File: src/rtl/rsa_pkg.sv
// Shared constants for the RSA message sequencer: FSM state encoding and
// default message geometry.
package rsa_pkg;

  localparam int MSG_LEN_DEFAULT = 20;
  localparam int DEC_LAT_DEFAULT = 15;

  localparam logic [2:0] ST_IDLE  = 3'd0;
  localparam logic [2:0] ST_FETCH = 3'd1;
  localparam logic [2:0] ST_WAIT  = 3'd2;
  localparam logic [2:0] ST_EMIT  = 3'd3;
  localparam logic [2:0] ST_DONE  = 3'd4;

endpackage

File: src/rtl/latency_timer.sv
// 8-bit down-counter that paces the external decryptor; it saturates at
// zero instead of wrapping.
module latency_timer (
  input  logic       clk,
  input  logic       reset,
  input  logic       i_load,
  input  logic [7:0] i_load_val,
  input  logic       i_dec,
  output logic       o_zero
);

  logic [7:0] r_count;

  always_ff @(posedge clk or negedge reset) begin
    if (!reset) begin
      r_count <= 8'd0;
    end else if (i_load) begin
      r_count <= i_load_val;
    end else if (i_dec && (r_count != 8'd0)) begin
      r_count <= r_count - 8'd1;
    end
  end

  assign o_zero = (r_count == 8'd0);

endmodule

File: src/rtl/rsa_msg_sequencer.sv
// Feeds encrypted words one at a time to an external decryptor, waits the
// fixed decrypt latency, and hands each plaintext byte to the consumer.
module rsa_msg_sequencer
  import rsa_pkg::*;
#(
  parameter int MESSAGE_LENGTH = MSG_LEN_DEFAULT,
  parameter int DEC_LATENCY    = DEC_LAT_DEFAULT,
  parameter int CW             = $clog2(MESSAGE_LENGTH + 1)
) (
  input  logic          clk,
  input  logic          reset,
  input  logic          start,
  input  logic          in_valid,
  input  logic [15:0]   in_data,
  output logic          in_ready,
  output logic [15:0]   dec_cipher,
  input  logic [7:0]    dec_plain,
  output logic          out_valid,
  output logic [7:0]    out_data,
  input  logic          out_ready,
  output logic          busy,
  output logic          done,
  output logic [CW-1:0] char_count
);

  // Loading LATENCY-1 makes out_valid rise exactly LATENCY edges after the
  // input handshake, since the emit edge itself is the one that sees zero.
  localparam logic [7:0]    LAT_LOAD   = 8'(DEC_LATENCY - 1);
  localparam logic [CW-1:0] LAST_COUNT = CW'(MESSAGE_LENGTH);

  logic [2:0]    r_state;
  logic [15:0]   r_cipher;
  logic [7:0]    r_out_data;
  logic          r_out_valid;
  logic [CW-1:0] r_count;

  logic          w_in_hs;
  logic          w_timer_dec;
  logic          w_timer_zero;
  logic [CW-1:0] w_count_inc;

  assign w_in_hs     = (r_state == ST_FETCH) && in_valid;
  assign w_timer_dec = (r_state == ST_WAIT);
  assign w_count_inc = r_count + CW'(1);

  latency_timer u_timer (
    .clk        (clk),
    .reset      (reset),
    .i_load     (w_in_hs),
    .i_load_val (LAT_LOAD),
    .i_dec      (w_timer_dec),
    .o_zero     (w_timer_zero)
  );

  always_ff @(posedge clk or negedge reset) begin
    if (!reset) begin
      r_state     <= ST_IDLE;
      r_cipher    <= 16'd0;
      r_out_data  <= 8'd0;
      r_out_valid <= 1'b0;
      r_count     <= '0;
    end else begin
      case (r_state)
        ST_IDLE: begin
          if (start) begin
            r_state <= ST_FETCH;
            r_count <= '0;
          end
        end
        ST_FETCH: begin
          if (in_valid) begin
            r_cipher <= in_data;
            r_state  <= ST_WAIT;
          end
        end
        ST_WAIT: begin
          if (w_timer_zero) begin
            r_out_data  <= dec_plain;
            r_out_valid <= 1'b1;
            r_state     <= ST_EMIT;
          end
        end
        ST_EMIT: begin
          if (out_ready) begin
            r_out_valid <= 1'b0;
            r_count     <= w_count_inc;
            r_state     <= (w_count_inc == LAST_COUNT) ? ST_DONE : ST_FETCH;
          end
        end
        ST_DONE: begin
          r_state <= ST_IDLE;
        end
        default: begin
          r_state <= ST_IDLE;
        end
      endcase
    end
  end

  assign in_ready   = (r_state == ST_FETCH);
  assign busy       = (r_state != ST_IDLE);
  assign done       = (r_state == ST_DONE);
  assign dec_cipher = r_cipher;
  assign out_valid  = r_out_valid;
  assign out_data   = r_out_data;
  assign char_count = r_count;

endmodule
File: config.mk
export PLATFORM = sky130hd
export DESIGN_NAME = rsa_msg_sequencer
export DESIGN_NICKNAME = d
export VERILOG_FILES = /design/src/rtl/rsa_pkg.sv /design/src/rtl/latency_timer.sv /design/src/rtl/rsa_msg_sequencer.sv
export SDC_FILE = /design/constraint.sdc
export NUM_CORES = 1
export LEC_CHECK = 0
export ABC_CLOCK_PERIOD_IN_PS = 6050
export CORE_UTILIZATION = 50
export CTS_CLUSTER_DIAMETER = 50
export DETAILED_ROUTE_END_ITERATION = 8
export DONT_BUFFER_PORTS = 1
export SLEW_MARGIN = 20
export SYNTH_ARGS = -nofsm -noshare
export SYNTH_HDL_FRONTEND = slang
export SYNTH_SLANG_ARGS = --single-unit
export TNS_END_PERCENT = 1
File: constraint.sdc
create_clock -name clk -period 6.05 [get_ports clk]
set_clock_uncertainty 0.15 [all_clocks]
set_input_delay 0.9075 -clock clk [delete_from_list [all_inputs] [get_ports clk]]
set_output_delay 0.9075 -clock clk [all_outputs]
set_load 0.02 [all_outputs]
; ---- Yosys cells after proc, flatten, opt, wreduce, memory -nomap -nowiden
; Cells that the tools add are included.
[word_totals]
wordCells = 45
output_inout_bits = 33
ff_bits = 41
in_bits = 29
[op_classes]
reduce_logical = 14
eq_ne = 9
mux = 14
n_addsub = 2
[op_table]
columns = cell, count
row1 = $mux 8, 2
row2 = $mux 3, 5
row3 = $pmux 3 s4, 1
row4 = $mux 5, 2
row5 = $pmux 5 s2, 1
row6 = $logic_not 8->1, 1
row7 = $ne 2x2->1 const B, 4
row8 = $reduce_bool 8->1, 1
row9 = $sub 8x1->8 const B, 1
row10 = $eq 3x2->1 const B, 2
row11 = $reduce_and 3->1, 2
row12 = $reduce_bool 2->1, 3
row13 = $add 5x1->5 const B, 1
row14 = $eq 5x5->1 const B, 1
row15 = $reduce_and 2->1, 2
row16 = $reduce_and 4->1, 1
row17 = $eq 3x1->1 const B, 1
row18 = $eq 3x3->1 const B, 1
row19 = $logic_not 3->1, 1
row20 = $reduce_bool 3->1, 1
row21 = $logic_and 1x1->1, 2
row22 = $mux 1, 2
row23 = $pmux 1 s2, 1

; ---- Depth between registers and ports, before layout
[depth]
word_depth = 5
depth_mapped = 6
ltp_nobuf = 6

; ---- Modules after synthesis
; From an unflattened synthesis, not the netlist that was laid out.
[unflattened]
hier_cells = 158
hier_area_um2 = 1964.4
[modules_own_cells]
columns = module, area_per_inst_um2, cells_per_inst, seq_area_each_um2, n_inst
row1 = rsa_msg_sequencer, 1436.4, 100, 825.8, 1
row2 = latency_timer, 528.0, 58, 200.2, 1

; ---- Worst setup path before layout
; Ideal clock, no wire load.
[synth_path]
path_kind = flip-flop to output port
start = register r_state[1]
end = output done
stages_incl_launch_ff = 3
required_ns = 4.992
path_buffers = 1
path_slack_ns = 3.863
arrival_ns = 1.129
path_cell_list = dfrtp_1 clkbuf_1 nor3b_1
[synth_between]
elab_chain_cells = 1
[synth_rtl]
columns = item, line_no
row1 = start: declaration, rsa_msg_sequencer.sv:31  ; logic [2:0] r_state;
row2 = start signal: assignment, rsa_msg_sequencer.sv:87  ; r_state <= (w_count_inc == LAST_COUNT) ? ST_DONE : ST_FETCH;
row3 = $eq 3x3->1, rsa_msg_sequencer.sv:102  ; assign done = (r_state == ST_DONE);
row4 = end: declaration, rsa_msg_sequencer.sv:22  ; output logic done,
; No other way between the ends.

; ---- Worst setup path in the final report
[layout_path]
start = register r_state[2]
end = output done
; Same word-level chain as after synthesis.

==> impl_metrics.csv <==
group,metric,value,unit
outcome,run_status,"completed",
clocking,tritoncts,"built",
clocking,cts.repair.resized,0,
sta,timing.final.crit_share,44.2,%
clocking,cts_hold_repair_buffers,0,
synthesis,synth_area_per_cell,9.94,um^2
clocking,tritoncts.num_buffers,5,
synthesis,synth_async_sr_flop_share,100,%
detailed_routing,vias,1332,
clocking,clkTransAtPathRegs,80,ps
worst_setup_path,worstRegToRegCells,6,
synthesis,cell_types_occupying_the_most_area_after_synthesis,"sky130_fd_sc_hd__dfrtp_1 54%, sky130_fd_sc_hd__nand2_1 12%, sky130_fd_sc_hd__mux2_2 5.4%",
layout,layout_common_cells,"60 x sky130_fd_sc_hd__nand2_1, 41 x sky130_fd_sc_hd__dfrtp_1, 9 x sky130_fd_sc_hd__mux2_2",
power,power.share.switching,42.1,%
place,hpwl_after_detailed_placement,2.65,mm
detailed_routing,dr.pass1.iters,4,
run,drv.max_cap_violation_count,0,
layout,n_antenna_cell,0,
synthesis,ys_warn_count,0,
synthesis,yosys-mux-area-fraction,6.95,%
power,share_clk_of_total_power,19.9,%
power,p_per_area,514,nW/um^2
clocking,clock_latency_reported_for_the_late_side_of_the_worst_skew_pair,290,ps
sta,achievable-frequency,0.374,GHz
worst_setup_path,critPathMaxFanout,11,
synthesis,synth_top_family_by_area,"simple AND/OR/NAND/NOR gates",
synthesis,dominantRegCellSynth,"sky130_fd_sc_hd__dfrtp_1",
place,port_buffers,0,
worst_setup_path,crit_cells,1,
worst_setup_path,critPathBufInv,0,
synthesis,synth.yosys.seq_area_share,54.3,%
power,sequentialPowerShare,53.5,%
floorplanning,die_height,63.5,um
power,total_power,1.05,mW
global_route,antenna_found_initial,0,
synthesis,synthesized_area,1890,um^2
synthesis,synth-simple-area-share,24.0,%
clocking,clkSinkCount,41,
floorplanning,rows,21,
synthesis,synth_edf_count,0,
synthesis,fraction_of_the_mapped_netlist_area_in_compound_gates,8.87,%
power,cellInternalPower,0.605,mW
sta,timing.final.hold_violations,0,
global_route,grt_start_max_net_pins,42,
power,power.net_switching,0.440,mW
power,max-vdd-ir-drop,0.213,mV
detailed_routing,route.final.wire_length,3.71,mm
clocking,cts.root.buffer_cell,"sky130_fd_sc_hd__clkbuf_8",
layout,mostFrequentLayoutCell,"sky130_fd_sc_hd__nand2_1",
sta,timing.final.crit_period,2670,ps
detailed_routing,drc_errors,0,
power,power.combinational.fraction,26.6,%
synthesis,synth_fp_nets,222,
detailed_routing,vias_per_inst,5.62,
synthesis,synth.distinct_cells,35,
detailed_routing,wire_length_per_cell,15.6,um
worst_setup_path,endpoint_kind,"output port",
worst_setup_path,critical_path.slowest_cell,"sky130_fd_sc_hd__nor3b_1",
clocking,htreeDepth,2,
worst_setup_path,critPathArrivalTime,1620,ps
synthesis,post_synth_inst_count,190,
place,gpl.final_weighted_congestion,0.781,
floorplanning,die-width,63.5,um
layout,num-fill-cells,317,
floorplanning,core-area,3470,um^2
worst_setup_path,slowest_delay,710,ps
synthesis,synthAdderAreaFrac,1.99,%
clocking,cts_max_path_bufs,2,
synthesis,synth.ff_latch_count,41,
sta,tightest_slew,789,ps
layout,post_route_cells_drive_above_1_share,14.7,%
worst_setup_path,timing.critical_path.cells,"nor3b_1",
worst_setup_path,critPathRequiredTime,4990,ps
global_route,groute.usage.overall,20.5,%
floorplanning,io-pin-count,62,
worst_setup_path,critical_path_class,"register to output port",
floorplanning,fp.dieArea,4030,um^2
worst_setup_path,r2r-start,"u_timer.r_count[0]$_DFFE_PN0P_",
worst_setup_path,start_kind,"register",
worst_setup_path,ff2ff_setup_slack,3990,ps
sta,setup_viol,0,
synthesis,synthDominantCellAreaShare,54.3,%
layout,syn_to_final_growth,7.62,%
global_route,number_of_global_route_vias_before_repair,1408,
sta,rsz0062_at_grt,"no",
sta,slew_violations,0,
clocking,post_cts.repair.setup_buffers,0,
detailed_routing,first_iter_violations,70,
detailed_routing,ant_nets,0,
global_route,grt-ovfl-total,0,
floorplanning,starting_utilization_of_the_core_area,54.5,%
sta,timing.setup.tns,0,ps
sta,max-slew-margin-rel,47.3,%
worst_setup_path,critical_path.top_delay_family,"simple AND/OR/NAND/NOR gates",
synthesis,synth-xor-area-share,0.927,%
power,total_leakage_power,0.957,nW
worst_hold_path,holdCritPathClass,"input pin to async pin",
worst_setup_path,rr_endpoint,"u_timer.r_count[6]$_DFFE_PN0P_",
layout,final_nets,223,
global_route,grt_pass1_wl,6.26,mm
synthesis,post-synth-top-area-cell,"sky130_fd_sc_hd__dfrtp_1",
cell usage after synthesis (all sizes together), types with 3 or more instances:
cell / n
a21oi: 8
buf: 3
clkbuf: 4
dfrtp: 41
ha: 3
inv: 7
mux2: 9
mux2i: 3
nand2: 61
nand3: 5
nand3b: 3
nor2: 8
nor3: 4
nor3b: 4
o21ai: 5
or3: 4
state kept, by name, indices dropped and copies added (netlist names):
name	flops
dec_cipher	16
out_data	8
u_timer.r_count	8
char_count	5
r_state	3
out_valid	1
power groups by stage:
stage / combinational, mW / clock [mW] / sequential, mW
global route: 0.320 / 0.224 / 0.577
finish: 0.278 / 0.208 / 0.560
global placement: 0.264 / 0 / 0.559
detailed placement: 0.279 / 0 / 0.568
CTS: 0.281 / 0.216 / 0.562
floorplan: 0.250 / 0 / 0.526
through the flow:
stage	hold WS [ps]	instance area, um^2	std cells	util (%)	worst slack [ps]
detailed placement	390	1930	230	55.6	3690
global placement	390	1930	230	55.6	3800
CTS	142	2030	237	58.6	3350
global route	134	2030	237	58.6	3310
finish	155	2030	237	58.6	3380
floorplan	363	1890	190	-	3860
final cells by class:
cell class                      count  area (um^2)  area share, %
Clock buffer                        5         68.8           3.38
Clock inverter                      2         35.0           1.72
Inverter                            7         26.3           1.29
Multi-Input combinational cell    135          812           39.9
Sequential cell                    41         1030           50.5
Tap cell                           46         57.6           2.83
Timing Repair Buffer                1         7.51          0.369
metal layers:
layer | vias to the layer above | global-route usage, % | wire (um)
li1 | 633 | - | -
met1 | 659 | 22.2 | 1410
met2 | 40 | 37.0 | 2040
met3 | 0 | 7.97 | 255
met4 | 0 | 5.11 | 0
met5 | - | 0 | 0
logic make-up after synthesis:
| logic type | Yosys count |
|---|---|
| AND/OR/NAND/NOR | 96 |
| XOR/XNOR | 2 |
| flip-flops | 41 |
| buffers and inverters | 14 |
| multiplexers | 12 |
| AO/OA/AOI/OAI | 22 |
| adder cells (fa/ha/maj) | 3 |
how the worst max path moves through the flow:
stage                                 startpoint   end  slack (ps)
after global routing      r_state[2]$_DFFE_PN0P_  done        3310
after detailed placement  r_state[2]$_DFFE_PN0P_  done        3690
after floorplan           r_state[1]$_DFFE_PN0P_  done        3860
final                     r_state[2]$_DFFE_PN0P_  done        3380
after global placement    r_state[2]$_DFFE_PN0P_  done        3800
after CTS                 r_state[2]$_DFFE_PN0P_  done        3350
(Power assumes the default switching activity.)
==> RTL edit (same flow settings) <==
Set the package constant `MSG_LEN_DEFAULT` to 40 (it was 20).
--- a/src/rtl/rsa_pkg.sv
+++ b/src/rtl/rsa_pkg.sv
@@ -4,3 +4,3 @@
 
-  localparam int MSG_LEN_DEFAULT = 20;
+  localparam int MSG_LEN_DEFAULT = 40;
   localparam int DEC_LAT_DEFAULT = 15;
Interface: changed (resized char_count); port bits go from 62 to 63. No check against the original RTL was run, so the function may have changed too.
==> RTL edit against the unedited design <==
Fmax rose by 5.2%. Setup slack improved by 130 ps. Cell area rose by 1.0%. Combinational power fell by 9.4%. Wire length fell by 9.5%. Synthesized cell count fell by 19%. Sequential cell count rose by 1. Die area rose by 2.0%. Utilization fell by 2.9 points. Global-route usage fell by 2.9 points. Area after synthesis rose by 2.1%. Power barely moved. First-iteration DRC count fell by 20%. Register-to-register slack got worse by 120 ps.
==> RTL edit: results (changes against the unedited design) <==
* Status: finished clean (unchanged)
* Peak VDD IR at 0.000239 V (was 0.000213 V)
* Multi-input logic area at 822 um^2 (was 812 um^2)
* Adder-Cell Fraction of Synth Area at 1.95% (was 1.99%)
* Vias in the first global route at 1132 (was 1408)
* Gpl congestion at 0.854 (was 0.781)
* M2 GR Usage at 27.3% (was 37.0%)
* Commonest cells in the netlist: 42 x dfrtp_1, 24 x mux2_2, 8 x nand2_1 (was 60 x nand2_1, 41 x dfrtp_1, 9 x mux2_2)
* P_seq at 0.000576 W (was 0.000560 W)
* First-pass GRT wire length at 5.42 mm (was 6.26 mm)
* Pwr per Cell Area at 508 nW/um^2 (was 514 nW/um^2)
* Pin count of the biggest net entering global routing at 43 (was 42)
* Clock buffer count in the final layout at 6 (was 5)
* CP max FO at 10 (was 11)
* Non-clk buf share at 0% (was 0.369%)
* Sw Share at 39.2% (was 42.1%)
* Worst path max stage delay at 610 ps (was 710 ps)
* Worst reg-to-reg path cell count at 3 (was 6)
* Static Leak at 0.857 nW (was 0.957 nW)
* Mux contribution to synthesized area at 15.1% (was 6.95%)
* Layout cell share with drive strength beyond 1 at 26.5% (was 14.7%)
* Met1 wire length at 1.45 mm (was 1.41 mm)
* Clk pwr at 0.000217 W (was 0.000208 W)
* Routed met3 length at 187 um (was 255 um)
* Dpl hpwl at 2.37 mm (was 2.65 mm)
* FFs & Latches at 42 (was 41)
* Post-synthesis sequential area ratio at 54.5% (was 54.3%)
* Met2 routed WL at 1.67 mm (was 2.04 mm)
* Total GRT Usage at 17.6% (was 20.5%)
* Uppermost layer routed: met4 (was met3)
* Area fraction in compound gates after synthesis at 8.37% (was 8.87%)
* Vias at 1177 (was 1332)
* Final Util at 55.7% (was 58.6%)
* Slew Limit Headroom at 35.0% (was 47.3%)
* Multi-input gate count at 102 (was 135)
* Routed WL at 3.36 mm (was 3.71 mm)
* Register area at 1050 um^2 (was 1030 um^2)
==> RTL edit: changes by cell type after synthesis, moves of 4 or more <==
cell,delta
nand2_1,-52
mux2_2,+15
and3_1,+4
clkbuf_1,-4
inv_1,-4
==> RTL edit: worst paths after layout <==
path / start / to / slack (ps)
worst max-delay path: r_state[2]$_DFFE_PN0P_ / done / 3510
worst min-delay path: reset / char_count[0]$_DFFE_PN0P_ / 150
worst max register to register: r_state[0]$_DFFE_PN0P_ / dec_cipher[4]$_DFFE_PN0P_ / 3870
worst min register to register: u_timer.r_count[6]$_DFFE_PN0P_ / u_timer.r_count[6]$_DFFE_PN0P_ / 400
max in group asynchronous: reset / u_timer.r_count[7]$_DFFE_PN0P_ / 5520
min in group clk: u_timer.r_count[6]$_DFFE_PN0P_ / u_timer.r_count[6]$_DFFE_PN0P_ / 400
==> RTL edit: through the flow <==
step	std cells	worst slack [ps]
2_1_floorplan	153	3910
3_3_place_gp	195	3590
3_5_place_dp	195	3530
4_1_cts	203	3500
5_1_grt	203	3410
6_report	203	3510
